--- src/rtl/pipe_collision.sv ---
// Pipe obstacle scroller and bird collision checker: walks one pipe across the
// playfield, draws gap rows from an LFSR, and tracks score and game-over.
module pipe_collision #(
  parameter int         NUM_COLS     = 16,
  parameter int         BIRD_COL     = 3,
  parameter int         GAP_H        = 4,
  parameter int         GAP_MIN      = 2,
  parameter int         FLOOR_ROW    = 14,
  parameter int         SCROLL_TICKS = 500,
  parameter logic [7:0] LFSR_SEED    = 8'hA5
) (
  input  logic               clk,
  input  logic               rst,
  input  logic               start,
  input  logic signed [31:0] bird_pos,
  output logic               gameover,
  output logic [3:0]         pipe_col,
  output logic [3:0]         gap_top,
  output logic [7:0]         score,
  output logic               running
);

  localparam int TICK_W = (SCROLL_TICKS > 1) ? $clog2(SCROLL_TICKS) : 1;
  localparam logic [TICK_W-1:0] TICK_LAST = TICK_W'(SCROLL_TICKS - 1);
  localparam logic [3:0] COL_LAST  = 4'(NUM_COLS - 1);
  localparam logic [3:0] COL_BIRD  = 4'(BIRD_COL);
  localparam logic [3:0] GAP_BASE  = 4'(GAP_MIN);
  localparam logic [3:0] GAP_RESET = GAP_BASE + {1'b0, LFSR_SEED[2:0]};
  localparam logic signed [31:0] FLOOR_S    = 32'(FLOOR_ROW);
  localparam logic signed [31:0] GAP_SPAN_S = 32'(GAP_H - 1);

  typedef enum logic [1:0] {
    ST_IDLE = 2'd0,
    ST_RUN  = 2'd1,
    ST_OVER = 2'd2
  } state_e;

  function automatic logic [7:0] lfsr_next(input logic [7:0] v);
    return {v[6:0], v[7] ^ v[5] ^ v[4] ^ v[3]};
  endfunction

  state_e              state_q, state_d;
  logic [TICK_W-1:0]   tick_q, tick_d;
  logic [3:0]          pipe_col_q, pipe_col_d;
  logic [3:0]          gap_top_q, gap_top_d;
  logic [7:0]          lfsr_q, lfsr_d;
  logic [7:0]          score_q, score_d;
  logic                gameover_q, gameover_d;
  logic                running_q, running_d;

  logic signed [31:0]  gap_lo_s, gap_hi_s;
  logic                out_of_field_s, outside_gap_s, collision_s;

  // Collision check against the live bird row; gap bounds are zero-extended.
  always_comb begin
    gap_lo_s       = signed'({28'd0, gap_top_q});
    gap_hi_s       = gap_lo_s + GAP_SPAN_S;
    out_of_field_s = (bird_pos < 32'sd0) || (bird_pos >= FLOOR_S);
    outside_gap_s  = (bird_pos < gap_lo_s) || (bird_pos > gap_hi_s);
    collision_s    = out_of_field_s || ((pipe_col_q == COL_BIRD) && outside_gap_s);
  end

  // Next-state logic for the game FSM, scroll timer, pipe, LFSR and score.
  always_comb begin
    state_d    = state_q;
    tick_d     = tick_q;
    pipe_col_d = pipe_col_q;
    gap_top_d  = gap_top_q;
    lfsr_d     = lfsr_q;
    score_d    = score_q;
    gameover_d = gameover_q;
    running_d  = running_q;
    case (state_q)
      ST_IDLE: begin
        if (start) begin
          state_d   = ST_RUN;
          running_d = 1'b1;
        end else begin
          running_d = 1'b0;
        end
      end
      ST_RUN: begin
        // A crash freezes everything, even on a step cycle.
        if (collision_s) begin
          state_d    = ST_OVER;
          gameover_d = 1'b1;
          running_d  = 1'b0;
        end else if (tick_q == TICK_LAST) begin
          tick_d = '0;
          if ((pipe_col_q == COL_BIRD) && (score_q != 8'hFF)) begin
            score_d = score_q + 8'd1;
          end else begin
            score_d = score_q;
          end
          if (pipe_col_q == 4'd0) begin
            pipe_col_d = COL_LAST;
            lfsr_d     = lfsr_next(lfsr_q);
            gap_top_d  = GAP_BASE + {1'b0, lfsr_d[2:0]};
          end else begin
            pipe_col_d = pipe_col_q - 4'd1;
          end
        end else begin
          tick_d = tick_q + TICK_W'(1);
        end
      end
      ST_OVER: begin
        gameover_d = 1'b1;
        running_d  = 1'b0;
      end
      default: begin
        state_d   = ST_IDLE;
        running_d = 1'b0;
      end
    endcase
  end

  // State registers with synchronous reset.
  always_ff @(posedge clk) begin
    if (rst) begin
      state_q    <= ST_IDLE;
      tick_q     <= '0;
      pipe_col_q <= COL_LAST;
      gap_top_q  <= GAP_RESET;
      lfsr_q     <= LFSR_SEED;
      score_q    <= 8'd0;
      gameover_q <= 1'b0;
      running_q  <= 1'b0;
    end else begin
      state_q    <= state_d;
      tick_q     <= tick_d;
      pipe_col_q <= pipe_col_d;
      gap_top_q  <= gap_top_d;
      lfsr_q     <= lfsr_d;
      score_q    <= score_d;
      gameover_q <= gameover_d;
      running_q  <= running_d;
    end
  end

  assign gameover = gameover_q;
  assign pipe_col = pipe_col_q;
  assign gap_top  = gap_top_q;
  assign score    = score_q;
  assign running  = running_q;

endmodule

--- config.mk ---
export PLATFORM = sky130hd
export DESIGN_NAME = pipe_collision
export DESIGN_NICKNAME = d
export VERILOG_FILES = /design/src/rtl/pipe_collision.sv
export SDC_FILE = /design/constraint.sdc
export NUM_CORES = 1
export LEC_CHECK = 0
export ABC_CLOCK_PERIOD_IN_PS = 6200
export CORE_MARGIN = 8
export CORE_UTILIZATION = 55
export DETAILED_ROUTE_END_ITERATION = 16
export DONT_BUFFER_PORTS = 1
export HOLD_SLACK_MARGIN = 0.15
export PLACE_DENSITY = 0.73
export SETUP_SLACK_MARGIN = 0.5
export SYNTH_ARGS = -nofsm -noshare
export SYNTH_HDL_FRONTEND = slang
export SYNTH_SLANG_ARGS = --single-unit
export TNS_END_PERCENT = 50
--- constraint.sdc ---
create_clock -name clk -period 6.2 [get_ports clk]
set_clock_uncertainty 0.1 [all_clocks]
set_input_delay 0.31 -clock clk [delete_from_list [all_inputs] [get_ports clk]]
set_output_delay 0.31 -clock clk [all_outputs]
set_load 0.02 [all_outputs]
==> results of run 1 <==
through the flow:
stage	util [%]	total power, mW	setup slack, ps
finish	59.8	0.422	2810
global route	59.8	0.441	2540
CTS	59.8	0.429	2780
detailed placement	56.5	0.256	2800
global placement	56.5	0.256	2870
floorplan	-	0.256	3410
power groups by stage:
stage / clock network (mW) / logic, mW / registers, mW
after global routing: 0.183 / 0.0213 / 0.236
final: 0.167 / 0.0187 / 0.236
after global placement: 0 / 0.0140 / 0.242
after CTS: 0.174 / 0.0189 / 0.236
after detailed placement: 0 / 0.0144 / 0.242
after floorplan: 0 / 0.0147 / 0.241
state kept, by name (all words and copies together), names as in the netlist:
register / count
tick_q: 9
running: 1
gap_top: 4
state_q: 2
gameover: 1
score: 8
lfsr_q: 7
pipe_col: 4
cells by family after synthesis:
kind of cell / after synthesis / share of synthesized area, %
DFF: 36 / 35.2
muxes: 13 / 6.41
adders and majority gates: 15 / 9.16
AOI/OAI and AO/OA: 45 / 14.4
xor gates and xnor gates: 8 / 3.42
and+or+nand+nor: 88 / 26.9
buffers and inverters: 18 / 4.58
how the worst max path moves through the flow:
stage	end	from	cells after the start
after detailed placement	gap_top[0]$_SDFFE_PP1P_	gap_top[0]$_SDFFE_PP1P_	9
after global routing	lfsr_q[3]$_SDFFE_PP0P_	gap_top[0]$_SDFFE_PP1P_	10
after floorplan	pipe_col[1]$_SDFFE_PP1P_	gap_top[1]$_SDFFE_PP1P_	10
final	gap_top[0]$_SDFFE_PP1P_	gap_top[0]$_SDFFE_PP1P_	9
after global placement	gap_top[0]$_SDFFE_PP1P_	gap_top[0]$_SDFFE_PP1P_	9
after CTS	gap_top[0]$_SDFFE_PP1P_	gap_top[0]$_SDFFE_PP1P_	9
area by class of cell:
| class | instances | area, µm² |
|---|---|---|
| timing repair buffer | 3 | 30.0 |
| tap | 48 | 60.1 |
| clock inverter | 2 | 10.0 |
| inverter | 10 | 37.5 |
| sequential | 36 | 721 |
| multi-input combinational | 169 | 1230 |
| fill | 344 | 1460 |
| clock buffer | 6 | 82.6 |
repair_timing:
action	4_1_cts	5_1_grt
resized for setup	0	0
hold buffers	3	0
hold endpoints to repair	32	0
layer usage:
metal / GRT usage (%) / wire [µm] / vias up
met1: 15.3 / 1820 / 737
met3: 5.59 / 220 / 2
met4: 3.21 / 11 / 0
li1: - / - / 820
met5: 0 / 0 / -
met2: 23.8 / 1980 / 20
cell usage in the layout, fill, tap and decap left out, types with 5 or more instances in the layout:
cell      instances
dfxtp_1          36
a21oi_1          15
nor2_1           15
ha_1             15
mux2i_1          12
inv_1            10
nor3_1            9
nand2_1           9
nand2b_1          9
nand4_1           8
o21ai_0           7
nand3_1           7
or3_1             6
clkbuf_8          6
xnor2_1           5
==> summary.txt, run 1 <==
Min path
  – Worst hold stages: 2
  – Hold Crit Class: in2reg
  – Hold EP: tick_q[2]$_SDFFE_PP0N_
  – Worst Min Path Start: rst

GRT
  – Grt ovf: 0
  – Initial antenna violation count: 0
  – Pin count of the biggest net entering global routing: 32
  – First-pass GRT wire length: 6.93 mm
  – Vias in the first global route: 1536
  – Tot GR Track Use: 13.8%

Pwr
  – Power Internal: 330 µW
  – Clock Power Share: 39.6%
  – Pleak: 0.929 nW
  – Combinational Power Share: 4.4%
  – NetSw: 92.1 µW
  – Flop pwr share: 55.9%
  – Power per standard cell area: 194 mW/mm²
  – Switching Share: 21.8%
  – Max rail drop VDD: 0.193 mV

Cells and area
  – Area grow syn2layout: 6.17%
  – Proportion of layout cells with a drive suffix above 1: 9.29%
  – Final instance area: 0.00217 mm²
  – Antenna cells: 0
  – Fin cells: 274
  – Fin nets: 275

Floorplan
  – Die area: 0.00593 mm²
  – Area of the core: 0.00363 mm²
  – Starting density of the core: 56.4%
  – IO Count: 53
  – Die width: 77.0 µm
  – Chip Height: 77.0 µm
  – Rows: 22

Yosys
  – Commonest cells in the netlist: 36 x dfxtp_1, 15 x a21oi_1, 15 x ha_1, 15 x nor2_1, 12 x mux2i_1
  – FFs w/ async S/R, synth: 0%
  – Syn Area/Cell: 9.18 µm²
  – Synth Instances: 223
  – Cell accounting for the most synthesized area: dfxtp_1
  – Post-synthesis sequential area ratio: 35.2%
  – Area of the mapped netlist: 0.00205 mm²
  – FF+latch count, synth: 36
  – Post-synth EDFFs: 0
  – Synth cell types: 50
  – Top cells by area, synth: dfxtp_1 35%, ha_1 9.2%, mux2i_1 5.9%
  – Top cell type's share of synthesized area: 35.2%
  – Primary FF master, synth: dfxtp_1
  – Mapped Nets: 273
  – Cell with the most instances after synthesis: dfxtp_1
  – Yosys warns: 0

Clock network
  – Post-CTS Setup Bufs: 0
  – Clk_lat worst skew: 280 ps
  – Clk buf depth: 2
  – # H-tree levels: 2
  – Num CTS Buffers: 5
  – CTS tree: yes
  – Root Driver: clkbuf_8
  – CTS sink count: 36
  – Reg clk slew, reported paths: 70 ps

Detailed routing
  – Vias per inst: 5.76
  – Avg WL per Cell: 14.7 µm
  – Routed WL: 4.04 mm
  – DRT iter0 DRCs: 99
  – Post-route ant nets: 0
  – Vias: 1579
  – Router iterations before antenna repair: 4
  – # DRC: 0

Outcome
  – Outcome: completed

Place
  – Post-DP HPWL: 3.05 mm
  – GP Congestion: 0.786
  – Dpl cell area: 0.00205 mm²
  – PortBufs: 0
  – DP Cell Count: 263

Critical path
  – CP Buf/Inv Count: 1
  – Reg2Reg Depth: 9
  – CP endpoint kind: register
  – Crit Path Max Fanout: 12
  – Crit-path slowest cell: nand3_1
  – Crit-path cells: inv_1, ha_1, or3_1, ha_1, mux2i_1, a21oi_1, o21ai_2, nand3_1, a211o_1
  – Worst path max stage delay: 580 ps
  – Critical Path Start Type: register
  – CP top delay family: simple AND/OR/NAND/NOR gates
  – RR Startpoint: gap_top[0]$_SDFFE_PP1P_
  – FF-to-FF End: gap_top[0]$_SDFFE_PP1P_
  – Reg2Reg Setup Slack: 2810 ps
  – CP arrival: 3460 ps
  – CP required: 6270 ps
  – CP most frequent cell: ha_1
  – WS Path Type: reg2reg

STA
  – Hold Fails Final Rpt: 0
  – Setup violators final: 0
  – FMAX: 295 MHz
  – Min Tclk post-route: 3390 ps
  – Setup tns final: 0 ps
  – Final worst-path cycle share: 54.7%
  – Fin. max-slew vios: 0
  – Final hold slack: 225 ps
  – Relative max-transition margin: 30.2%
  – Unrepaired setup endpoints after global routing: no
  – Slew @ Worst Pin: 1040 ps

Job
  – Max Cap Viol: 0
No activity file was read; power rests on OpenSTA's default activity.
==> run 2: changes to the inputs <==
--- a/config.mk
+++ b/config.mk
@@ -5,7 +5,8 @@
 export SDC_FILE = /design/constraint.sdc
 export NUM_CORES = 1
 export LEC_CHECK = 0
-export ABC_CLOCK_PERIOD_IN_PS = 6200
+export ABC_AREA = 1
+export ABC_CLOCK_PERIOD_IN_PS = 3500
 export CORE_MARGIN = 8
 export CORE_UTILIZATION = 55
 export DETAILED_ROUTE_END_ITERATION = 16
==> constraint.sdc (replaced) <==
create_clock -name clk -period 3.5 [get_ports clk]
set_clock_uncertainty 0.1 [all_clocks]
set_input_delay 0.175 -clock clk [delete_from_list [all_inputs] [get_ports clk]]
set_output_delay 0.175 -clock clk [all_outputs]
set_load 0.02 [all_outputs]
==> run 2 against run 1 <==
  * Die area grew 6.4%
  * Area after synthesis grew 8.1%
  * Sequential power grew 78%
  * Largest power group unchanged
==> summary.txt, run 2 <==
STA
  – Min Tclk post-route: 2770 ps
  – Relative max-transition margin: 40.1%
  – Slew @ Worst Pin: 895 ps
  – Hold Fails Final Rpt: 0
  – Final Worst Setup Slack: 727 ps
  – Fin. max-slew vios: 0
  – Final worst-path cycle share: 79.2%
  – FMAX: 361 MHz
  – Unrepaired setup endpoints after global routing: no
  – Final hold slack: 192 ps
  – Setup tns final: 0 ps
  – Setup violators final: 0

Clock network
  – Clk buf depth: 2
  – # H-tree levels: 2
  – Reg clk slew, reported paths: 70 ps
  – Clk_lat worst skew: 290 ps
  – Num CTS Buffers: 5
  – CTS sink count: 36
  – CTS tree: yes
  – Root Driver: clkbuf_8

Detailed routing
  – Avg WL per Cell: 13.0 µm
  – Post-route ant nets: 0
  – Router iterations before antenna repair: 4
  – Routed WL: 4.79 mm
  – Vias: 2015
  – DRT iter0 DRCs: 83
  – Vias per inst: 5.48
  – # DRC: 0

Floorplan
  – IO Count: 53
  – Die width: 79.5 µm
  – Die area: 0.00631 mm²
  – Chip Height: 79.5 µm
  – Area of the core: 0.00394 mm²
  – Rows: 23
  – Starting density of the core: 56.2%

Critical path
  – CP arrival: 2840 ps
  – CP endpoint kind: register
  – WS Path Type: reg2reg
  – Crit Path Max Fanout: 12
  – CP required: 3570 ps
  – Critical Path Start Type: register

GRT
  – Tot GR Track Use: 15.7%
  – Vias in the first global route: 1834
  – Grt met1 use: 17.5%
  – M3 GR Usage: 5.07%
  – Top Usage Layer GRT: met2
  – Grt ovf: 0
  – Initial antenna violation count: 0
  – Pin count of the biggest net entering global routing: 26
  – First-pass GRT wire length: 8.14 mm
  – M2 GR Usage: 27.1%

Yosys
  – Commonest cells in the netlist: 79 x nand2_1, 37 x nor2_1, 36 x dfxtp_1
  – FFs w/ async S/R, synth: 0%
  – Cell accounting for the most synthesized area: dfxtp_1
  – Top cell type's share of synthesized area: 32.5%
  – Synth cell types: 25
  – FF+latch count, synth: 36
  – Yosys warns: 0
  – Cell with the most instances after synthesis: nand2_1
  – Mapped Nets: 365
  – Primary FF master, synth: dfxtp_1
  – Post-synthesis sequential area ratio: 32.5%
  – Top cells by area, synth: dfxtp_1 33%, nand2_1 13%, ha_1 8.5%
  – Area of the mapped netlist: 0.00221 mm²
  – Synth Instances: 315
  – Post-synth EDFFs: 0
  – Syn Area/Cell: 7.03 µm²

Cells and area
  – Top reg by flops: tick_q
  – Fin nets: 368
  – Proportion of layout cells with a drive suffix above 1: 8.81%
  – Max reg flops: 9
  – Antenna cells: 0
  – Most frequent cells in the layout: 79 x nand2_1, 37 x nor2_1, 34 x dfxtp_1
  – Post-layout util: 60.3%
  – Area grow syn2layout: 7.34%
  – Most common cell after layout, fill and taps aside: nand2_1

Pwr
  – Pwr Total: 771 µW
  – Pleak: 1.03 nW
  – Power per standard cell area: 324 mW/mm²
  – Max rail drop VDD: 0.220 mV

Place
  – PortBufs: 0
  – Pre-CTS WS: 564 ps
  – Post-DP HPWL: 3.61 mm
  – GP Congestion: 0.815

Job
  – Max Cap Viol: 0

Outcome
  – Outcome: completed

Min path
  – Hold Crit Class: in2reg
[run 2: changes by cell type after synthesis, sizes merged, moves of 12 or more]
cell and change:
a21oi +14, inv +15, mux2i -12, nand2 +73, nand3 +18, nor2 +26
[run 2: cells by family after synthesis]
| kind of cell | after synthesis | synth area share, % |
|---|---|---|
| adder cells (fa/ha/maj) | 15 | 8.47 |
| AO/OA/AOI/OAI | 34 | 7.85 |
| flip-flops | 36 | 32.5 |
| XOR/XNOR | 18 | 7.12 |
| AND/OR/NAND/NOR | 176 | 36.9 |
| buffers and inverters | 36 | 7.12 |
[run 2: metrics by stage]
stage,instances,instance area (µm²)
finish,368,2380
global route,368,2380
CTS,367,2360
detailed placement,358,2240
global placement,358,2240
floorplan,315,2210
[run 2: power breakdown]
part           switching [mW]  total, mW  leakage (nW)  internal (mW)
clock network           0.143      0.318        0.0503          0.175
registers             0.00560      0.419         0.290          0.413
logic                  0.0216     0.0338         0.685         0.0121
total                   0.170      0.771          1.03          0.601
[run 2: worst max-delay path: stages, from the launching register on]
cell	delay, ps
dfxtp_2	450
inv_1	120
ha_1	240
xor2_1	150
ha_1	290
nand2_1	60
nor2_1	130
nand2_1	60
a21oi_1	130
nand3_1	170
nand2_2	150
nand2_4	80
nor2_4	250
nand2_1	140
nand2_1	80
nand3_1	60
[run 2: repair_timing]
item	CTS	global route
hold endpoints to repair	34	0
setup buffers	0	1
hold buffers	2	0
gates resized for setup	0	3
setup endpoints to repair	0	33
[run 2: final timing paths]
path / startpoint / endpoint / slack, ps / cells after the start
worst max register to register: gap_top[0]$_SDFFE_PP1P_ / pipe_col[1]$_SDFFE_PP1P_ / 730 / 15
worst min register to register: lfsr_q[6]$_SDFFE_PP0P_ / lfsr_q[6]$_SDFFE_PP0P_ / 370 / 2
worst max-delay path: gap_top[0]$_SDFFE_PP1P_ / pipe_col[1]$_SDFFE_PP1P_ / 730 / 15
worst min-delay path: bird_pos[4] / lfsr_q[4]$_SDFFE_PP0P_ / 190 / 5
[run 2: final cells by class]
| cell class | count | area, µm² |
|---|---|---|
| inverter | 25 | 93.8 |
| timing repair buffer | 7 | 57.6 |
| multi-input combinational | 243 | 1340 |
| tap | 50 | 62.6 |
| fill | 381 | 1570 |
| clock buffer | 7 | 96.3 |
| sequential | 36 | 723 |
[run 2: metal layers]
metal / up-vias / share of wire, % / wire, µm
met1: 925 / 42 / 1990
met4: 0 / 1.5 / 74
met3: 7 / 7.8 / 373
met2: 44 / 49 / 2350
met5: - / 0 / 0
li1: 1039 / - / -
